--- config.mk ---
export PLATFORM = sky130hd
export DESIGN_NAME = pipelined_control_unit
export DESIGN_NICKNAME = d
export VERILOG_FILES = /design/src/rtl/pipelined_control_unit.sv
export SDC_FILE = /design/constraint.sdc
export NUM_CORES = 1
export LEC_CHECK = 0
export ABC_AREA = 1
export BUFFER_PORTS_ARGS = -buffer_cell sky130_fd_sc_hd__buf_4
export CORE_MARGIN = 2
export CORE_UTILIZATION = 40
export DETAILED_ROUTE_END_ITERATION = 16
export PLACE_DENSITY_LB_ADDON = 0.15
export SYNTH_ARGS = -nofsm -noshare
export SYNTH_HDL_FRONTEND = slang
export SYNTH_SLANG_ARGS = --single-unit
--- constraint.sdc ---
create_clock -name clk -period 0.8 [get_ports clk]
set_input_delay 0.08 -clock clk [delete_from_list [all_inputs] [get_ports clk]]
set_output_delay 0.08 -clock clk [all_outputs]
set_load 0.1 [all_outputs]
--- src/rtl/pipelined_control_unit.sv ---
// ---------------------------------------------------------------------------
// pipelined_control_unit
//
// Control unit for a 5-stage RISC-V pipeline. It decodes the ID-stage
// opcode into control bits and carries them through the ID/EX, EX/MEM and
// MEM/WB pipeline registers. It also injects bubbles (flush/stall) and
// computes the EX-stage PC redirect.
//
// Handshake: there is no valid/ready pair. valid_d qualifies the ID
// instruction each cycle. A stage holding a bubble carries all-zero control,
// so it never writes the register file or memory.
//
// Ports:
//   clk, rst          rising-edge clock; asynchronous active-high reset
//   opcode_d          instr[6:0] of the instruction in ID
//   valid_d           ID instruction is real (0 = bubble)
//   flush_e           load a bubble into ID/EX (wins over stall_e)
//   stall_e           hold ID/EX and push a bubble into EX/MEM
//   zero_e            ALU zero / branch-taken flag from EX
//   imm_src_d         immediate format select (combinational)
//   illegal_d         valid_d & unsupported opcode (combinational)
//   alu_op_e, alu_src_a_e, alu_src_b_e, branch_e, jump_e, jalr_e,
//   illegal_e         registered EX-stage control
//   pc_src_e          redirect the fetch PC
//   reg_write_{e,m,w}, result_src_{e,m,w}, mem_write_{e,m}
//                     per-stage writeback and memory control
// ---------------------------------------------------------------------------
module pipelined_control_unit #(
    parameter bit ENABLE_JALR  = 1'b1,
    parameter bit ENABLE_UTYPE = 1'b1,
    parameter int IMM_SRC_W    = 3
) (
    input  logic                 clk,
    input  logic                 rst,
    input  logic [6:0]           opcode_d,
    input  logic                 valid_d,
    input  logic                 flush_e,
    input  logic                 stall_e,
    input  logic                 zero_e,
    output logic [IMM_SRC_W-1:0] imm_src_d,
    output logic                 illegal_d,
    output logic [1:0]           alu_op_e,
    output logic [1:0]           alu_src_a_e,
    output logic [1:0]           alu_src_b_e,
    output logic                 branch_e,
    output logic                 jump_e,
    output logic                 jalr_e,
    output logic                 pc_src_e,
    output logic                 illegal_e,
    output logic                 reg_write_e,
    output logic                 reg_write_m,
    output logic                 reg_write_w,
    output logic [1:0]           result_src_e,
    output logic [1:0]           result_src_m,
    output logic [1:0]           result_src_w,
    output logic                 mem_write_e,
    output logic                 mem_write_m
);

    typedef struct packed {
        logic       reg_write;
        logic [1:0] alu_src_a;
        logic [1:0] alu_src_b;
        logic       mem_write;
        logic [1:0] result_src;
        logic       branch;
        logic [1:0] alu_op;
        logic       jump;
        logic       jalr;
        logic       illegal;
    } ctrl_t;

    typedef struct packed {
        logic       reg_write;
        logic [1:0] result_src;
        logic       mem_write;
    } mem_ctrl_t;

    typedef struct packed {
        logic       reg_write;
        logic [1:0] result_src;
    } wb_ctrl_t;

    ctrl_t     dec;
    logic [2:0] imm3;
    logic       unsupported;

    ctrl_t     id_ex;
    mem_ctrl_t ex_mem;
    wb_ctrl_t  mem_wb;

    // ---------------- ID-stage decode ----------------
    always_comb begin
        dec         = '0;
        imm3        = 3'b000;
        unsupported = 1'b0;
        case (opcode_d)
            7'b0000011: begin // load
                dec.reg_write  = 1'b1;
                dec.alu_src_b  = 2'b01;
                dec.result_src = 2'b01;
            end
            7'b0100011: begin // store
                imm3          = 3'b001;
                dec.alu_src_b = 2'b01;
                dec.mem_write = 1'b1;
            end
            7'b0110011: begin // R-type
                dec.reg_write = 1'b1;
                dec.alu_op    = 2'b10;
            end
            7'b1100011: begin // branch
                imm3       = 3'b010;
                dec.branch = 1'b1;
                dec.alu_op = 2'b01;
            end
            7'b0010011: begin // I-type ALU
                dec.reg_write = 1'b1;
                dec.alu_src_b = 2'b01;
                dec.alu_op    = 2'b10;
            end
            7'b1101111: begin // JAL
                imm3           = 3'b011;
                dec.reg_write  = 1'b1;
                dec.result_src = 2'b10;
                dec.jump       = 1'b1;
            end
            7'b1100111: begin // JALR
                if (ENABLE_JALR) begin
                    dec.reg_write  = 1'b1;
                    dec.alu_src_b  = 2'b01;
                    dec.result_src = 2'b10;
                    dec.jump       = 1'b1;
                    dec.jalr       = 1'b1;
                end else begin
                    unsupported = 1'b1;
                end
            end
            7'b0110111: begin // LUI: zero + imm
                if (ENABLE_UTYPE) begin
                    imm3          = 3'b100;
                    dec.reg_write = 1'b1;
                    dec.alu_src_a = 2'b10;
                    dec.alu_src_b = 2'b01;
                end else begin
                    unsupported = 1'b1;
                end
            end
            7'b0010111: begin // AUIPC: PC + imm
                if (ENABLE_UTYPE) begin
                    imm3          = 3'b100;
                    dec.reg_write = 1'b1;
                    dec.alu_src_a = 2'b01;
                    dec.alu_src_b = 2'b01;
                end else begin
                    unsupported = 1'b1;
                end
            end
            default: unsupported = 1'b1;
        endcase

        // A bubble clears every control field. imm3 is kept so that
        // immediate extension stays deterministic.
        if (!valid_d) begin
            dec = '0;
        end
        dec.illegal = valid_d & unsupported;
    end

    assign imm_src_d = IMM_SRC_W'(imm3);
    assign illegal_d = dec.illegal;

    // ---------------- ID/EX: flush > stall > load ----------------
    always_ff @(posedge clk or posedge rst) begin
        if (rst) begin
            id_ex <= '0;
        end else if (flush_e) begin
            id_ex <= '0;
        end else if (!stall_e) begin
            id_ex <= dec;
        end
    end

    // ---------------- EX/MEM: bubble only on stall without flush --------
    // When flush and stall are both high, the EX instruction still moves on
    // to MEM, because ID/EX is being cleared rather than held.
    always_ff @(posedge clk or posedge rst) begin
        if (rst) begin
            ex_mem <= '0;
        end else if (stall_e && !flush_e) begin
            ex_mem <= '0;
        end else begin
            ex_mem <= '{reg_write:  id_ex.reg_write,
                        result_src: id_ex.result_src,
                        mem_write:  id_ex.mem_write};
        end
    end

    // ---------------- MEM/WB: always advances ----------------
    always_ff @(posedge clk or posedge rst) begin
        if (rst) begin
            mem_wb <= '0;
        end else begin
            mem_wb <= '{reg_write:  ex_mem.reg_write,
                        result_src: ex_mem.result_src};
        end
    end

    assign alu_op_e     = id_ex.alu_op;
    assign alu_src_a_e  = id_ex.alu_src_a;
    assign alu_src_b_e  = id_ex.alu_src_b;
    assign branch_e     = id_ex.branch;
    assign jump_e       = id_ex.jump;
    assign jalr_e       = id_ex.jalr;
    assign illegal_e    = id_ex.illegal;
    assign reg_write_e  = id_ex.reg_write;
    assign result_src_e = id_ex.result_src;
    assign mem_write_e  = id_ex.mem_write;
    assign pc_src_e     = id_ex.jump | (id_ex.branch & zero_e);

    assign reg_write_m  = ex_mem.reg_write;
    assign result_src_m = ex_mem.result_src;
    assign mem_write_m  = ex_mem.mem_write;

    assign reg_write_w  = mem_wb.reg_write;
    assign result_src_w = mem_wb.result_src;

endmodule
==> results of run 1 <==
## kinds of logic after synthesis
logic type | share of synthesized area
AOI/OAI and AO/OA | 0.06755
buffers and inverters | 0.1189
DFF | 0.5286
other | 0.004401
and+or+nand+nor | 0.2805
## cell usage after synthesis
library cell and count:
sky130_fd_sc_hd__buf_4 4, sky130_fd_sc_hd__o221ai_1 1, sky130_fd_sc_hd__nor3_4 1, sky130_fd_sc_hd__o21ai_0 6, sky130_fd_sc_hd__nor2_2 3, sky130_fd_sc_hd__conb_1 1, sky130_fd_sc_hd__nand2_2 1, sky130_fd_sc_hd__nor3_1 1
sky130_fd_sc_hd__nand4_1 1, sky130_fd_sc_hd__nor2_1 11, sky130_fd_sc_hd__inv_1 17, sky130_fd_sc_hd__o22ai_1 1, sky130_fd_sc_hd__o31ai_1 1, sky130_fd_sc_hd__dfrtp_1 18, sky130_fd_sc_hd__inv_2 2, sky130_fd_sc_hd__nand3_1 6
sky130_fd_sc_hd__nor3_2 1, sky130_fd_sc_hd__nand2_1 28, sky130_fd_sc_hd__o21ai_1 1
## through the flow
stage | cell area, sq um | cells
3_3_place_gp | 1404 | 184
3_5_place_dp | 1404 | 184
2_1_floorplan | 1005 | 105
4_1_cts | 1898 | 203
## timing repair
action | 4_1_cts
gates resized for setup | 87
endpoints found under the setup margin | 27
pin swaps | 14
endpoints found under the hold margin | 18
setup buffers | 17
hold buffers | 1
==> flow_results.org, run 1 <==
** Run status
- The run stopped with a tool error.
- The stage where the run came to a stop is 5_1_grt.
- The tool reported: "[ERROR DPL-0038] Utilization greater than 100%, impossible to legalize".

** Synthesis
- A synthesized cell averages 8.115 sq um.
- By area the synthesized netlist is led by sky130_fd_sc_hd__dfrtp_1 53%, sky130_fd_sc_hd__nand2_1 12%, sky130_fd_sc_hd__inv_1 7.5%.
- Synthesis produced 105 cells.
- Area leader, netlist :: sky130_fd_sc_hd__dfrtp_1
- Post-synthesis cell area :: 852.1 sq um
- After synthesis the netlist holds a flip-flop and latch count of 18.
- Portion of synthesized cell area occupied by the leading cell type :: 0.5286
- Syn_nets :: 118
- Count of unique library cells instantiated by Yosys :: 19
- Yosys printed 0 warnings.
- For this run, the register share of the synthesized area comes to 0.5286.

** Floorplan
- During I/O placement, the number of pins put on the boundary was 39.
- Die boundary height :: approximately 50 um
- Standard-cell row count :: 16
- For this configuration, the core starts out at a cell density of 0.4299.
- From left edge to right edge, the die measures 50.16 um.

** STA
- In the global-route stage, repair_timing last flagged the worst endpoint as pc_src_e.
- Worst endpoint type :: output port

** Placed design
- The count of buffers added on input and output ports is 37.
- Routability-driven placement finished with a final weighted congestion of 0.8621.
- HPWL after detailed placement :: about 1.6 mm
- Pre-CTS setup slack :: -465.6 ps

** Clocking
- Counting along the longest clock path gives a buffer depth of 2.
- Number of buffers created by CTS :: 3
- CTS H-tree depth :: 1
- CTS saw 18 sinks.
- The cell sitting at the root of the clock tree is a sky130_fd_sc_hd__clkbuf_4.

** Global route
- Entering global routing, the biggest net connects 19 pins.
==> inputs of run 2 (changes only) <==
CORE_AREA = 2 2 63 65   (was not set)
CORE_MARGIN = not set   (was 2)
CORE_UTILIZATION = not set   (was 40)
DIE_AREA = 0 0 65 67   (was not set)
clock period = 1 ns   (was 0.8 ns; I/O delays follow)
==> flow_results.org, run 2 <==
** Run
- The tool flagged a number of max-cap violations equal to 0.

** Worst setup path
- The number of cells on the worst reg-to-reg path is 3.
- Count of buffering cells on the critical path with inverters included :: 1
- At the worst endpoint, the arrival time is around 1100 ps.
- Crit path depth :: 3
- Tracing the worst setup path back leads to its startpoint at alu_op_e[0].
- The endpoint identified for the worst register-to-register timing path is jump_e.
- Following the worst setup path forward leads to its endpoint at pc_src_e.
- Top delay family on crit path :: flip-flops
- The critical path goes through nand2_4 > nand2_8 > buf_12.
- In this design, the stage delay of the slowest critical-path cell is around 500 ps.
- The startpoint identified for the worst register-to-register timing path is jump_e.
- Across all register-to-register paths, the minimum setup slack is 80 ps.
- For this design, the slowest cell found on the critical path is sky130_fd_sc_hd__dfrtp_4.
- Endpoint class of the critical path :: output port
- CP Max Fanout :: 4
- STA classifies the critical path startpoint as a flop.
- Data required time of the critical path :: 900 ps
- The worst setup path is of the flop to output port kind.

** Final layout
- Post-Layout Cell Count :: 215
- Proportion of layout cells with a drive suffix above 1 :: 0.6707
- At the end of the flow the core is filled with cells to 0.4903.
- Total number of nets in the final design :: 181
- Leaving out fill and tap cells, the most frequent cell in the layout is sky130_fd_sc_hd__buf_4.
- Compared with the post-synthesis result, the final layout area differs by 107.5%.
- Commonest cells after routing, fill and taps aside :: 34 x sky130_fd_sc_hd__buf_4, 18 x sky130_fd_sc_hd__buf_6, 15 x sky130_fd_sc_hd__nand2_1, 12 x sky130_fd_sc_hd__inv_1, 11 x sky130_fd_sc_hd__dfrtp_2
- Counting the fill cells in the layout gives 331.
- The number of antenna diodes in the final layout is 0.
- After routing the design area is 0.001768 sq mm.

** Hold path
- Worst Min Path Start :: flush_e
- Worst hold path class :: input pin to flop
- Counting instances, the worst hold path has a depth of 4.

** Placed design
- The pre-CTS setup slack came to -287.5 ps (+178.1 ps).
- HPWL after detailed placement :: 1.640 mm (+0.35%)
- Placed instance area :: 0.001334 sq mm (-5.0%)
- The cell count after placement was 199 (+8.2%).
- The count of input and output buffers is 37 (unchanged).
- RePlAce Congestion :: 0.8132 (-5.7%)

** Detailed routing
- Wire length reported by the detailed router :: 2.363 mm
- Iteration-0 DRC Markers :: 39
- Antenna violation net count after detailed routing :: 0
- After detailed routing, the average wire length per cell comes to 10.99 um.
- Dividing the detail-routed via count by the number of cells gives 4.023.
- The first detailed-routing pass ran for 4 iterations.
- For this block, the via count after detailed routing is 865.
- Remaining routing DRC violations :: 0

** Clocking
- The number of clock sinks is 18 (unchanged).
- TritonCTS built the clock tree.
- Clock-pin slew was measured on the worst setup and hold paths at 70 ps.
- The maximum buffer depth of the clock tree was 2 (unchanged).
- The TritonCTS buffer count was 3 (unchanged).
- Root Driver :: sky130_fd_sc_hd__clkbuf_8
- CTS H-tree depth :: 1 (unchanged)
- The clock reaches the later pin of the worst-skew pair after 250 ps.

** Global route
- Total congestion overflow after global routing :: 0
- Vias in the first global route :: 862
- Number of antenna violations at the first check in global routing :: 0
- Overall fraction of global-route tracks in use :: 0.1110
- The first global-routing pass estimated 3.705 mm of wire.
- Pin count of the biggest net entering global routing :: 19

** Synthesis
- The count of mapped cells out of synthesis came to 105 (unchanged).
- The warning count from the yosys run was 0 (unchanged).
- The sequential area share after synthesis came to 0.5286 (unchanged).
- The number of synthesized register bits came to 18 (unchanged).
- sky130_fd_sc_hd__nand2_1 is the most common cell in the netlist.
- EDFF count, synth :: 0 (unchanged)
- After synthesis, the cell types taking the most area are sky130_fd_sc_hd__dfrtp_1 53%, sky130_fd_sc_hd__nand2_1 12%, sky130_fd_sc_hd__inv_1 7.5%.
- Avg Inst Size Synth :: 8.115 sq um (unchanged)
- Post-synthesis cell area :: 852.1 sq um (unchanged)
- Portion of synthesized cell area occupied by the leading cell type :: 0.5286 (unchanged)
- Syn_nets :: 118 (unchanged)
- Async set-or-reset flop fraction in the synthesized netlist :: 1.000 (unchanged)
- The largest total area in the synthesized netlist belongs to sky130_fd_sc_hd__dfrtp_1.
- The count of distinct cell types in the synthesized netlist is 19 (unchanged).
- In the synthesized netlist the dominant register cell turns out to be sky130_fd_sc_hd__dfrtp_1.
- The commonest cells after synthesis are 28 x sky130_fd_sc_hd__nand2_1, 18 x sky130_fd_sc_hd__dfrtp_1, 17 x sky130_fd_sc_hd__inv_1.

** Power
- The completed layout was analyzed and its total power is 1.663 mW.
- Share of power burned in registers :: 0.443
- The internal power of the cells totals ~1.2 mW.
- Clock network fraction of design power :: 0.347
- Leakage :: ~0.87 nW
- Worst VDD drop :: 0.3533 mV
- Switch Pwr :: 441.1 uW
- Of the total power, the share spent switching nets is 0.2652.
- In this run the power density over the cells is approximately 940 mW/mm^2.
- Of the total power, combinational logic draws 0.211.

** Floorplan
- Core region area :: 0.003606 sq mm
- The number of placed I/O pins was 39 (unchanged).
- The die outline height was 67 um (+34%).
- The effective utilization at floorplan is 0.2363 (-0.1936).
- Standard-cell row count :: 22 (+6)
- DIE WIDTH :: 65 um (+30%)
- The die covers 0.004355 sq mm.

** STA
- Setup violations remaining at the end of the flow were counted as 9.
- Achievable clock frequency :: 870.7 MHz
- The number of max-slew violations in the final report was 0.
- Setup slack after layout :: -148.5 ps
- Period minus WS final :: 1149 ps
- After routing, the total negative slack on setup checks comes to -643.2 ps.
- On the final layout, the worst clock skew is 1.152 ps.
- The count of endpoints failing hold in the final timing report was 0.
- Setup repair after global routing could not meet its margin everywhere.
- Ratio of final minimum period to clock period :: 1.149
- Smallest hold slack :: 141.2 ps

** Run status
- The run finished, with violations left.
- Violated checks :: setup timing
[run 2: cell counts after synthesis]
Identical to the previous run, type by type.
[run 2: routing by layer]
layer / global-route usage / vias up / wire length (um)
met5: 0 / - / 0
met4: 0.04787 / 0 / 27
met3: 0.01689 / 2 / 110
met2: 0.2010 / 29 / 1220
met1: 0.1293 / 386 / 1005
li1: - / 448 / -
[run 2: area by class of cell]
cell class | count | area (sq um) | area share
multi-input combinational | 64 | 446.7 | 0.2527
timing repair buffer | 62 | 638.1 | 0.3609
clock buffer | 4 | 55.05 | 0.03114
tap | 48 | 60.06 | 0.03397
inverter | 19 | 92.59 | 0.05237
sequential | 18 | 475.5 | 0.2689
[run 2: power by group through the flow]
stage	Sequential (mW)	Clock (mW)	Combinational [mW]
2_1_floorplan	0.783	0	0.126
3_3_place_gp	0.750	0	0.256
3_5_place_dp	0.750	0	0.258
4_1_cts	0.735	0.593	0.319
5_1_grt	0.736	0.634	0.373
6_report	0.736	0.577	0.351
[run 2: cells by family (layout without fill, tap and decap cells)]
logic type      Yosys count  after routing  synth area share
other cells               1              1          0.004401
compound gates           10             10           0.06755
simple gates             53             53            0.2805
buf+inv                  23             85            0.1189
flops                    18             18            0.5286
[run 2: how the worst min path moves through the flow]
stage / end / slack, ps
2_1_floorplan: alu_op_e[0] / 40
3_3_place_gp: result_src_w[0] / 140
3_5_place_dp: result_src_w[0] / 140
4_1_cts: reg_write_e / 140
5_1_grt: reg_write_e / 150
6_report: reg_write_e / 140
[run 2: timing repair]
action	4_1_cts	5_1_grt
gates cloned	0	0
setup buffers	7	4
gates resized for setup	54	24
setup endpoints to repair	16	16
hold endpoints to repair	18	0
hold buffers	1	0
pin swaps	11	10
[run 2: worst reg2reg max path, cell delays in order, from the launching register on]
cell                       delay, ps
sky130_fd_sc_hd__dfrtp_4         510
sky130_fd_sc_hd__inv_6            80
sky130_fd_sc_hd__buf_4           110
sky130_fd_sc_hd__o221ai_2        100
(Power assumes the default switching activity.)
